==> src/rtl/mac_seq_pkg.sv <==
// Shared types and defaults for the MAC dot-product sequencer.
package mac_seq_pkg;

  localparam int unsigned DEF_DATA_W  = 4;
  localparam int unsigned DEF_MAX_LEN = 16;

  typedef enum logic [2:0] {
    IDLE,
    CLEAR,
    STREAM,
    DRAIN,
    DONE
  } state_t;

  // Width able to hold a pair count from 0 to max_len inclusive
  function automatic int unsigned len_w(input int unsigned max_len);
    return $clog2(max_len + 1);
  endfunction

endpackage

==> src/rtl/mac_seq_timer.sv <==
// Loadable down-counter with a zero flag; holds at zero until reloaded.
module mac_seq_timer #(
  parameter int unsigned W = 4
) (
  input  logic         clk,
  input  logic         rst_n,
  input  logic         load,
  input  logic [W-1:0] load_val,
  input  logic         en,
  output logic         zero_c
);

  logic [W-1:0] cnt;

  always_ff @(posedge clk or negedge rst_n) begin
    if (!rst_n) begin
      cnt <= '0;
    end else if (load) begin
      cnt <= load_val;
    end else if (en && (cnt != '0)) begin
      cnt <= cnt - W'(1);
    end
  end

  assign zero_c = (cnt == '0);

endmodule

==> src/rtl/mac_seq_ctrl.sv <==
// Dot-product sequencer in front of the MAC: clear, stream pairs, wait out latency, hold result.
// Defining MAC_SEQ_TIMEOUT_EN adds a stall timeout in STREAM that ends the command with res_err=1.
module mac_seq_ctrl
  import mac_seq_pkg::*;
#(
  parameter  int unsigned DATA_W      = DEF_DATA_W,
  parameter  int unsigned MAX_LEN     = DEF_MAX_LEN,
  parameter  int unsigned MAC_LAT     = 1,
  parameter  int unsigned TIMEOUT_CYC = 64,
  localparam int unsigned LEN_W       = len_w(MAX_LEN)
) (
  input  logic              sys_clock,
  input  logic              sys_reset_n,
  input  logic              cmd_valid,
  output logic              cmd_ready,
  input  logic [LEN_W-1:0]  cmd_len,
  input  logic              op_valid,
  output logic              op_ready,
  input  logic [DATA_W-1:0] op_a,
  input  logic [DATA_W-1:0] op_b,
  output logic              res_valid,
  input  logic              res_ready,
  output logic [DATA_W-1:0] res_data,
  output logic [LEN_W-1:0]  res_count,
  output logic              res_err,
  output logic              mac_sclr,
  output logic              mac_load,
  output logic [DATA_W-1:0] mac_a,
  output logic [DATA_W-1:0] mac_b,
  input  logic [DATA_W-1:0] mac_out,
  output logic              busy
);

  localparam int unsigned DRAIN_W = $clog2(MAC_LAT + 2);

  if (TIMEOUT_CYC < 1) begin : g_bad_timeout
    $error("TIMEOUT_CYC must be at least 1");
  end

  state_t             state, state_d;
  logic [LEN_W-1:0]   len_q, len_d, count_q, count_d, res_count_d;
  logic [DATA_W-1:0]  mac_a_d, mac_b_d, res_data_d;
  logic               mac_sclr_d, mac_load_d, res_valid_d;
  logic               cmd_ready_d, op_ready_d, busy_d;
  logic               drain_load, drain_zero, stall_load;

  // Drain wait: loaded with MAC_LAT gives MAC_LAT+1 cycles in DRAIN
  mac_seq_timer #(.W(DRAIN_W)) u_drain_timer (
    .clk      (sys_clock),
    .rst_n    (sys_reset_n),
    .load     (drain_load),
    .load_val (DRAIN_W'(MAC_LAT)),
    .en       (state == DRAIN),
    .zero_c   (drain_zero)
  );

`ifdef MAC_SEQ_TIMEOUT_EN
  localparam int unsigned STALL_W = $clog2(TIMEOUT_CYC + 1);

  logic err_q, err_d, res_err_d, stall_zero;

  // Counts consecutive idle STREAM cycles; reloaded on entry and on every handshake
  mac_seq_timer #(.W(STALL_W)) u_stall_timer (
    .clk      (sys_clock),
    .rst_n    (sys_reset_n),
    .load     (stall_load),
    .load_val (STALL_W'(TIMEOUT_CYC - 1)),
    .en       ((state == STREAM) && !op_valid),
    .zero_c   (stall_zero)
  );

  always_ff @(posedge sys_clock or negedge sys_reset_n) begin
    if (!sys_reset_n) begin
      err_q   <= 1'b0;
      res_err <= 1'b0;
    end else begin
      err_q   <= err_d;
      res_err <= res_err_d;
    end
  end
`else
  assign res_err = 1'b0;
`endif

  always_comb begin
    state_d     = state;
    len_d       = len_q;
    count_d     = count_q;
    mac_sclr_d  = 1'b0;
    mac_load_d  = 1'b0;
    mac_a_d     = '0;
    mac_b_d     = '0;
    res_valid_d = res_valid;
    res_data_d  = res_data;
    res_count_d = res_count;
    drain_load  = 1'b0;
    stall_load  = 1'b0;
`ifdef MAC_SEQ_TIMEOUT_EN
    err_d       = err_q;
    res_err_d   = res_err;
`endif
    case (state)
      IDLE: begin
        if (cmd_valid && cmd_ready) begin
          len_d      = (cmd_len > LEN_W'(MAX_LEN)) ? LEN_W'(MAX_LEN) : cmd_len;
          count_d    = '0;
          mac_sclr_d = 1'b1;
          state_d    = CLEAR;
`ifdef MAC_SEQ_TIMEOUT_EN
          err_d      = 1'b0;
`endif
        end
      end
      CLEAR: begin
        if (len_q == '0) begin
          drain_load = 1'b1;
          state_d    = DRAIN;
        end else begin
          stall_load = 1'b1;
          state_d    = STREAM;
        end
      end
      STREAM: begin
        if (op_valid && op_ready) begin
          mac_load_d = 1'b1;
          mac_a_d    = op_a;
          mac_b_d    = op_b;
          count_d    = count_q + LEN_W'(1);
          stall_load = 1'b1;
          if (count_q == len_q - LEN_W'(1)) begin
            drain_load = 1'b1;
            state_d    = DRAIN;
          end
        end
`ifdef MAC_SEQ_TIMEOUT_EN
        else if (stall_zero) begin
          err_d      = 1'b1;
          drain_load = 1'b1;
          state_d    = DRAIN;
        end
`endif
      end
      DRAIN: begin
        if (drain_zero) begin
          res_valid_d = 1'b1;
          res_data_d  = mac_out;
          res_count_d = count_q;
`ifdef MAC_SEQ_TIMEOUT_EN
          res_err_d   = err_q;
`endif
          state_d     = DONE;
        end
      end
      DONE: begin
        if (res_ready) begin
          res_valid_d = 1'b0;
          state_d     = IDLE;
        end
      end
      default: state_d = IDLE;
    endcase
    cmd_ready_d = (state_d == IDLE);
    op_ready_d  = (state_d == STREAM);
    busy_d      = (state_d != IDLE);
  end

  always_ff @(posedge sys_clock or negedge sys_reset_n) begin
    if (!sys_reset_n) begin
      state     <= IDLE;
      len_q     <= '0;
      count_q   <= '0;
      cmd_ready <= 1'b1;
      op_ready  <= 1'b0;
      busy      <= 1'b0;
      mac_sclr  <= 1'b0;
      mac_load  <= 1'b0;
      mac_a     <= '0;
      mac_b     <= '0;
      res_valid <= 1'b0;
      res_data  <= '0;
      res_count <= '0;
    end else begin
      state     <= state_d;
      len_q     <= len_d;
      count_q   <= count_d;
      cmd_ready <= cmd_ready_d;
      op_ready  <= op_ready_d;
      busy      <= busy_d;
      mac_sclr  <= mac_sclr_d;
      mac_load  <= mac_load_d;
      mac_a     <= mac_a_d;
      mac_b     <= mac_b_d;
      res_valid <= res_valid_d;
      res_data  <= res_data_d;
      res_count <= res_count_d;
    end
  end

endmodule

==> config.mk <==
export PLATFORM = sky130hd
export DESIGN_NAME = mac_seq_ctrl
export DESIGN_NICKNAME = d
export VERILOG_FILES = /design/src/rtl/mac_seq_pkg.sv /design/src/rtl/mac_seq_timer.sv /design/src/rtl/mac_seq_ctrl.sv
export SDC_FILE = /design/constraint.sdc
export NUM_CORES = 1
export LEC_CHECK = 0
export CORE_UTILIZATION = 43
export DETAILED_ROUTE_END_ITERATION = 8
export MAX_ROUTING_LAYER = met4
export PLACE_DENSITY = 0.73
export SYNTH_ARGS = -nofsm -noshare
export SYNTH_HDL_FRONTEND = slang
export SYNTH_SLANG_ARGS = --single-unit
==> constraint.sdc <==
create_clock -name sys_clock -period 1.85 [get_ports sys_clock]
set_input_delay 0.37 -clock sys_clock [delete_from_list [all_inputs] [get_ports sys_clock]]
set_output_delay 0.37 -clock sys_clock [all_outputs]
set_load 0.02 [all_outputs]
==> key figures, run 1 <==
Power and ir drop
  – Tot Pwr: 0.00330 W
  – Max VDD drop: 0.785 mV
  – Power Dens Cells: 1480 nW/um^2
  – P_leak: 1.03 nW

Drt
  – Wirelength, routed: 3.39 mm
  – Routed wire per std cell: 14.2 microns
  – Drt drc: 0
  – First-pass iteration count of the detailed router: 4
  – Vias: 1179
  – Routed Antenna Nets: 0
  – Starting DRT DRC Count: 27
  – Vias per inst: 4.93

CTS
  – CTS clk-pin slew, worst paths: 70 ps
  – CTS Buf Count: 5
  – CTS tree: done
  – Post-CTS Repair Setup Buffers: 0
  – H-tree depth: 2
  – Hold Buf Count CTS: 0
  – Later-pin clock latency in the skew report: 290 ps
  – CTS Sinks: 38
  – Clock root cell: clkbuf_8
  – CTS max path bufs: 2
  – Post_cts resized: 0

Synthesis
  – EDFF count, synth: 0
  – Synth area leaders: dfrtp_1, mux2_2, xor2_1
  – Synth unique cells: 34
  – Post-synth top flop: dfrtp_1
  – Mean cell area of the mapped netlist: 11.8 sq um
  – Mapped Cells: 139
  – Yosys Warn Count: 0
  – Yosys top cell by area: dfrtp_1
  – Post-synth ARST share: 100%
  – Synthesized net count: 164
  – Register bit total from synthesis: 38
  – Synthesized cell area: 1640 sq um
  – Sequential area share after synthesis: 57.9%
  – Top cell type's share of synthesized area: 56.3%

Global routing
  – Total congestion overflow: 0
  – Overall Global Routing Usage: 20.3%
  – Number of global-route vias before repair: 1255
  – Largest net degree at the start of global routing: 39
  – Antenna violations before repair: 0
  – First-pass GRT wire length: 5.93 mm

Die
  – IO Pins: 46
  – CORE AREA: 3660 sq um
  – Die ar.: 4070 sq um
  – Die Span Y: 63.8 microns
  – Site Rows: 22
  – Initial Util: 44.9%
  – Chip Width: 63.8 microns

Timing
  – Post-route setup slack: 67.8 ps
  – Final Cycle Share: 96.3%
  – Final Skew: 6.92 ps
  – Hold Fails Final Rpt: 0
  – Final worst path period need: 1780 ps
  – Slew Viols, Final: 0
  – Final Setup Violations: 0
  – Unrepaired setup endpoints after global routing: no
  – Max Freq: 561 MHz
  – Setup TNS: 0 ps

Placed design
  – Placed wire-length estimate: 2.39 mm
  – Cell Count Post-Placement: 229
  – Pre-CTS WS: 150 ps
  – RePlAce Congestion: 0.788
  – Port Buf Inserts: 44

Setup path
  – Critical path's slowest cell: clkdlybuf4s50_1
  – Critical Path RT: 1480 ps
  – Cell family with the largest share of critical-path delay: buffers and inverters
  – CP Launch Type: flip-flop
  – CP Capture Type: primary output
  – Worst endpoint data arrival time: 1410 ps
  – Cell breakdown of the critical path: clkdlybuf4s50_1
  – Setup CP Type: flip-flop to primary output
  – CP max stage delay: 590 ps
  – Worst path bufs/invs: 1
  – Crit-path max FO: 2

Cells and area
  – Layout cells sized above 1: 16.2%
  – Core Util, Final: 61.1%
  – Diodes inserted: 0
  – Non-filler cells, final: 239
  – Final Net Count: 215
  – Area growth syn-to-layout: 36.1%
  – Commonest non-fill, non-tap cell in the layout: clkdlybuf4s50_1
  – Most frequent cells in the layout: clkdlybuf4s50_1, dfrtp_1, nand2_1

Status
  – Status: finished, final reports clean

Flow run
  – Max_cap viols: 0

Hold path
  – Worst Hold Class: input pin to asynchronous set/reset pin
## where the power goes
| part | leakage, nW | switching (W) | internal (W) |
|---|---|---|---|
| sequential | 0.476 | 0.000235 | 0.00112 |
| clock | 0.0472 | 0.000287 | 0.000299 |
| combinational | 0.510 | 0.000658 | 0.000702 |
## metal layers
| metal | up-vias | part of all wire (%) | routed length [microns] | GRT usage, % |
|---|---|---|---|---|
| met2 | 40 | 49 | 1660 | 31.3 |
| li1 | 561 | - | - | - |
| met5 | - | 0 | 0 | - |
| met3 | 7 | 6.5 | 222 | 6.61 |
| met1 | 571 | 43 | 1450 | 24.1 |
| met4 | 0 | 1.9 | 64 | 9.09 |
## per-stage QoR
step,hold slack [ps],instance area (sq um)
final,111,2240
after detailed placement,446,2130
after global placement,435,2130
after CTS,121,2220
after global routing,149,2240
after floorplan,74.4,1640
## flip-flops by register name, indices dropped and copies added, names as in the netlist, 2 cells and up
signal	cells
res_count	5
u_drain_timer.cnt	2
count_q	5
mac_a	4
state	3
mac_b	4
len_q	5
res_data	4
## area by class of cell
type                            instances  area (sq um)
Fill cell                             312          1420
Tap cell                               48          60.1
Clock buffer                            6          82.6
Sequential cell                        38           952
Clock inverter                          2          12.5
Timing Repair Buffer                   50           480
Inverter                                6          22.5
Multi-Input combinational cell         89           627
## logic make-up (layout without fill, tap and decap cells)
group           after synthesis  count (layout)  share of synthesized area (%)
buf+inv                      12              64                           3.96
mux                          10              10                           6.85
xor+xnor                      9               9                           4.79
compound gates               10              10                           4.03
simple gates                 56              56                           19.9
fa+ha+maj                     3               3                           2.28
flops                        38              38                           57.9
other cells                   1               1                          0.228
## path summary, 6_finish.rpt
kind | end | start | cells past startpoint | slack [ps]
setup / recovery | cmd_ready | cmd_ready$_DFF_PN1_ | 1 | 70
hold / removal | u_drain_timer.cnt[1]$_DFFE_PN0P_ | sys_reset_n | 2 | 110
setup reg to reg | state[0]$_DFF_PN0_ | len_q[0]$_DFFE_PN0P_ | 7 | 140
hold reg to reg | res_data[2]$_DFFE_PN0P_ | res_data[2]$_DFFE_PN0P_ | 1 | 510
max in group asynchronous | cmd_ready$_DFF_PN1_ | sys_reset_n | 2 | 1390
min in group sys_clock | res_data[2]$_DFFE_PN0P_ | res_data[2]$_DFFE_PN0P_ | 1 | 510
## synthesized netlist by cell type, types with 2 or more instances
library cell,count
xnor2_1,2
nand2b_1,3
xor2_1,7
nand2_1,14
a21oi_1,2
o21ai_0,5
ha_1,3
dfrtp_1,37
mux2_2,10
and2_1,8
nor2_1,10
nand3b_1,6
and3_1,2
nor3_1,2
nand4_1,2
inv_1,6
buf_4,3
Note: power is estimated with default switching activity, not from simulation.
==> run 2: changes to the inputs <==
- CORE_ASPECT_RATIO: default -> 0.6
==> run 2 against run 1 <==
Against the previous run: register-to-register slack is essentially flat; largest power group is now combinational logic; maximum frequency shrank 0.56%; die area grew 0.19%; hold slack lost 3.8 ps; routed wire length is essentially flat; final cell count shrank 1.7%; setup slack lost 10 ps; clock skew grew 5.8 ps; global-route usage shrank 0.25 points.
==> key figures, run 2 (synthesis results as in run 1) <==
Global routing
  – Overall Global Routing Usage: 20.0% (-0.25 points)
  – First-pass GRT wire length: 5.74 mm (-3.2%)
  – Largest net degree at the start of global routing: 39 (unchanged)
  – Total congestion overflow: 0 (unchanged)
  – Number of global-route vias before repair: 1182 (-5.8%)
  – Antenna violations before repair: 0 (unchanged)

Setup path
  – Critical Path Stages: 1 (unchanged)
  – R2R cell count: 7 (unchanged)
  – Critical path's slowest cell: clkdlybuf4s50_1
  – CP startpoint: cmd_ready$_DFF_PN1_
  – CP Launch Type: flip-flop
  – Worst R2R Setup Slack: 130 ps (about the same)
  – Cell breakdown of the critical path: clkdlybuf4s50_1
  – Cell family with the largest share of critical-path delay: buffers and inverters
  – Worst path bufs/invs: 1 (unchanged)
  – Reg2reg end: u_drain_timer.cnt[0]$_DFFE_PN0P_
  – CP max stage delay: 600 ps (about the same)
  – CP Capture Type: primary output
  – Setup CP Type: flip-flop to primary output
  – Worst Setup EP: cmd_ready
  – Critical Path RT: 1480 ps (about the same)
  – Worst R2R Start: len_q[0]$_DFFE_PN0P_
  – Crit-path max FO: 2 (unchanged)
  – Worst endpoint data arrival time: 1420 ps (about the same)

Die
  – Chip Width: 81.8 microns (+28%)
  – Initial Util: 47.7% (+2.8 points)
  – CORE AREA: 3440 sq um (-5.9%)
  – Die Span Y: 49.9 microns (-22%)
  – Die ar.: 4080 sq um (+0.19%)
  – Site Rows: 16 (-27%)
  – IO Pins: 46 (unchanged)

Power and ir drop
  – P_leak: 1.04 nW (+0.70%)
  – Max VDD drop: 1.02 mV (+30%)
  – NetSw: 0.00118 W (+0.32%)
  – Clk pwr share: 21.0% (+3.3 points)
  – Sw Share: 34.3% (-1.4 points)
  – Sequential share of power: 39.2% (-1.9 points)
  – Cell internal pwr: 0.00226 W (+6.6%)
  – Power Dens Cells: 1530 nW/um^2 (+3.9%)
  – Logic pwr share: 39.8% (-1.4 points)

Drt
  – Vias: 1166 (-1.1%)
  – First-pass iteration count of the detailed router: 4 (unchanged)
  – Drt drc: 0 (unchanged)
  – Starting DRT DRC Count: 78 (+190%)
  – Routed wire per std cell: 14.4 microns (+1.6%)
  – Routed Antenna Nets: 0 (unchanged)
  – Vias per inst: 4.96 (+0.58%)
  – Wirelength, routed: 3.39 mm (about the same)

Placed design
  – Placed wire-length estimate: 2.49 mm (+4.2%)
  – RePlAce Congestion: 0.822 (+4.3%)
  – Cell Count Post-Placement: 226 (-1.3%)
  – Pre-CTS WS: 72.3 ps (-78.2 ps)
  – Port Buf Inserts: 44 (unchanged)

Timing
  – Post-route setup slack: 57.8 ps (-9.98 ps)
  – Final Setup Violations: 0 (unchanged)
  – Slew Viols, Final: 0 (unchanged)
  – Final Skew: 12.7 ps (+5.75 ps)
  – Unrepaired setup endpoints after global routing: no
  – Hold slack: 108 ps (-3.81 ps)
  – Hold Fails Final Rpt: 0 (unchanged)
  – Final worst path period need: 1790 ps (+9.98 ps)
  – Setup TNS: 0 ps (unchanged)
  – Final Cycle Share: 96.9% (+0.54 points)
  – Max Freq: 558 MHz (-0.56%)

CTS
  – H-tree depth: 2 (unchanged)
  – Post_cts resized: 0 (unchanged)
  – Hold Buf Count CTS: 0 (unchanged)
  – Post-CTS Repair Setup Buffers: 0 (unchanged)
  – CTS tree: done
  – CTS Sinks: 38 (unchanged)
  – CTS Buf Count: 5 (unchanged)
  – CTS clk-pin slew, worst paths: 80 ps (about the same)
  – Clock root cell: clkbuf_8
  – Later-pin clock latency in the skew report: 290 ps (about the same)
  – CTS max path bufs: 2 (unchanged)

Cells and area
  – Layout cells sized above 1: 15.3% (-0.97 points)
  – Non-filler cells, final: 235 (-1.7%)
  – Area growth syn-to-layout: 36.7%
  – Area of the multi-input gates: 627 sq um (unchanged)
  – Diodes inserted: 0 (unchanged)
  – Biggest regs: count_q (5), len_q (5), res_count (5)
  – Most frequent cells in the layout: clkdlybuf4s50_1, dfrtp_1, nand2_1
  – Reg area: 952 sq um (unchanged)
  – Final Net Count: 214 (-0.47%)
  – Fillers: 270 (-13%)
  – Core Util, Final: 65.3% (+4.2 points)
  – Commonest non-fill, non-tap cell in the layout: clkdlybuf4s50_1

Status
  – Status: finished, final reports clean

Flow run
  – Max_cap viols: 0 (unchanged)

Hold path
  – Worst Hold Class: input pin to asynchronous set/reset pin
## run 2: worst min-delay path by stage
stage,startpoint,endpoint,slack (ps),cells after the start
finish,sys_reset_n,res_data[3]$_DFFE_PN0P_,110,2
global route,sys_reset_n,res_data[3]$_DFFE_PN0P_,160,2
CTS,sys_reset_n,res_data[3]$_DFFE_PN0P_,120,2
detailed placement,sys_reset_n,res_data[2]$_DFFE_PN0P_,440,2
global placement,sys_reset_n,res_data[2]$_DFFE_PN0P_,430,2
floorplan,sys_reset_n,busy$_DFF_PN0_,70,0
## run 2: routing by layer
| layer | vias up | GRT usage, % | wire length (microns) |
|---|---|---|---|
| met1 | 563 | 27.3 | 1670 |
| met2 | 37 | 27.1 | 1470 |
| met4 | 0 | 7.60 | 49 |
| li1 | 559 | - | - |
| met3 | 7 | 6.85 | 197 |
| met5 | - | - | 0 |
## run 2: stage by stage
stage                     cell area (sq um)  power [W]
after floorplan                        1640    0.00216
after global placement                 2120    0.00265
after detailed placement               2120    0.00272
after CTS                              2240    0.00347
after global routing                   2250    0.00366
final                                  2250    0.00345
## run 2: power by group through the flow
stage / Clock, W / Sequential [W] / Combinational [W]
3_3_place_gp: 0 / 0.00136 / 0.00130
4_1_cts: 0.000742 / 0.00136 / 0.00137
2_1_floorplan: 0 / 0.00150 / 0.000661
3_5_place_dp: 0 / 0.00136 / 0.00136
5_1_grt: 0.000774 / 0.00139 / 0.00150
6_report: 0.000722 / 0.00135 / 0.00137
## run 2: final cells by class
cell class,instances,share of cell area (%)
flip-flops and latches,38,42.4
multi-input cells,89,27.9
repair buffers,49,21.0
clock buffers,7,3.84
well taps,45,2.51
clock inverters,1,1.34
inverters,6,1.00
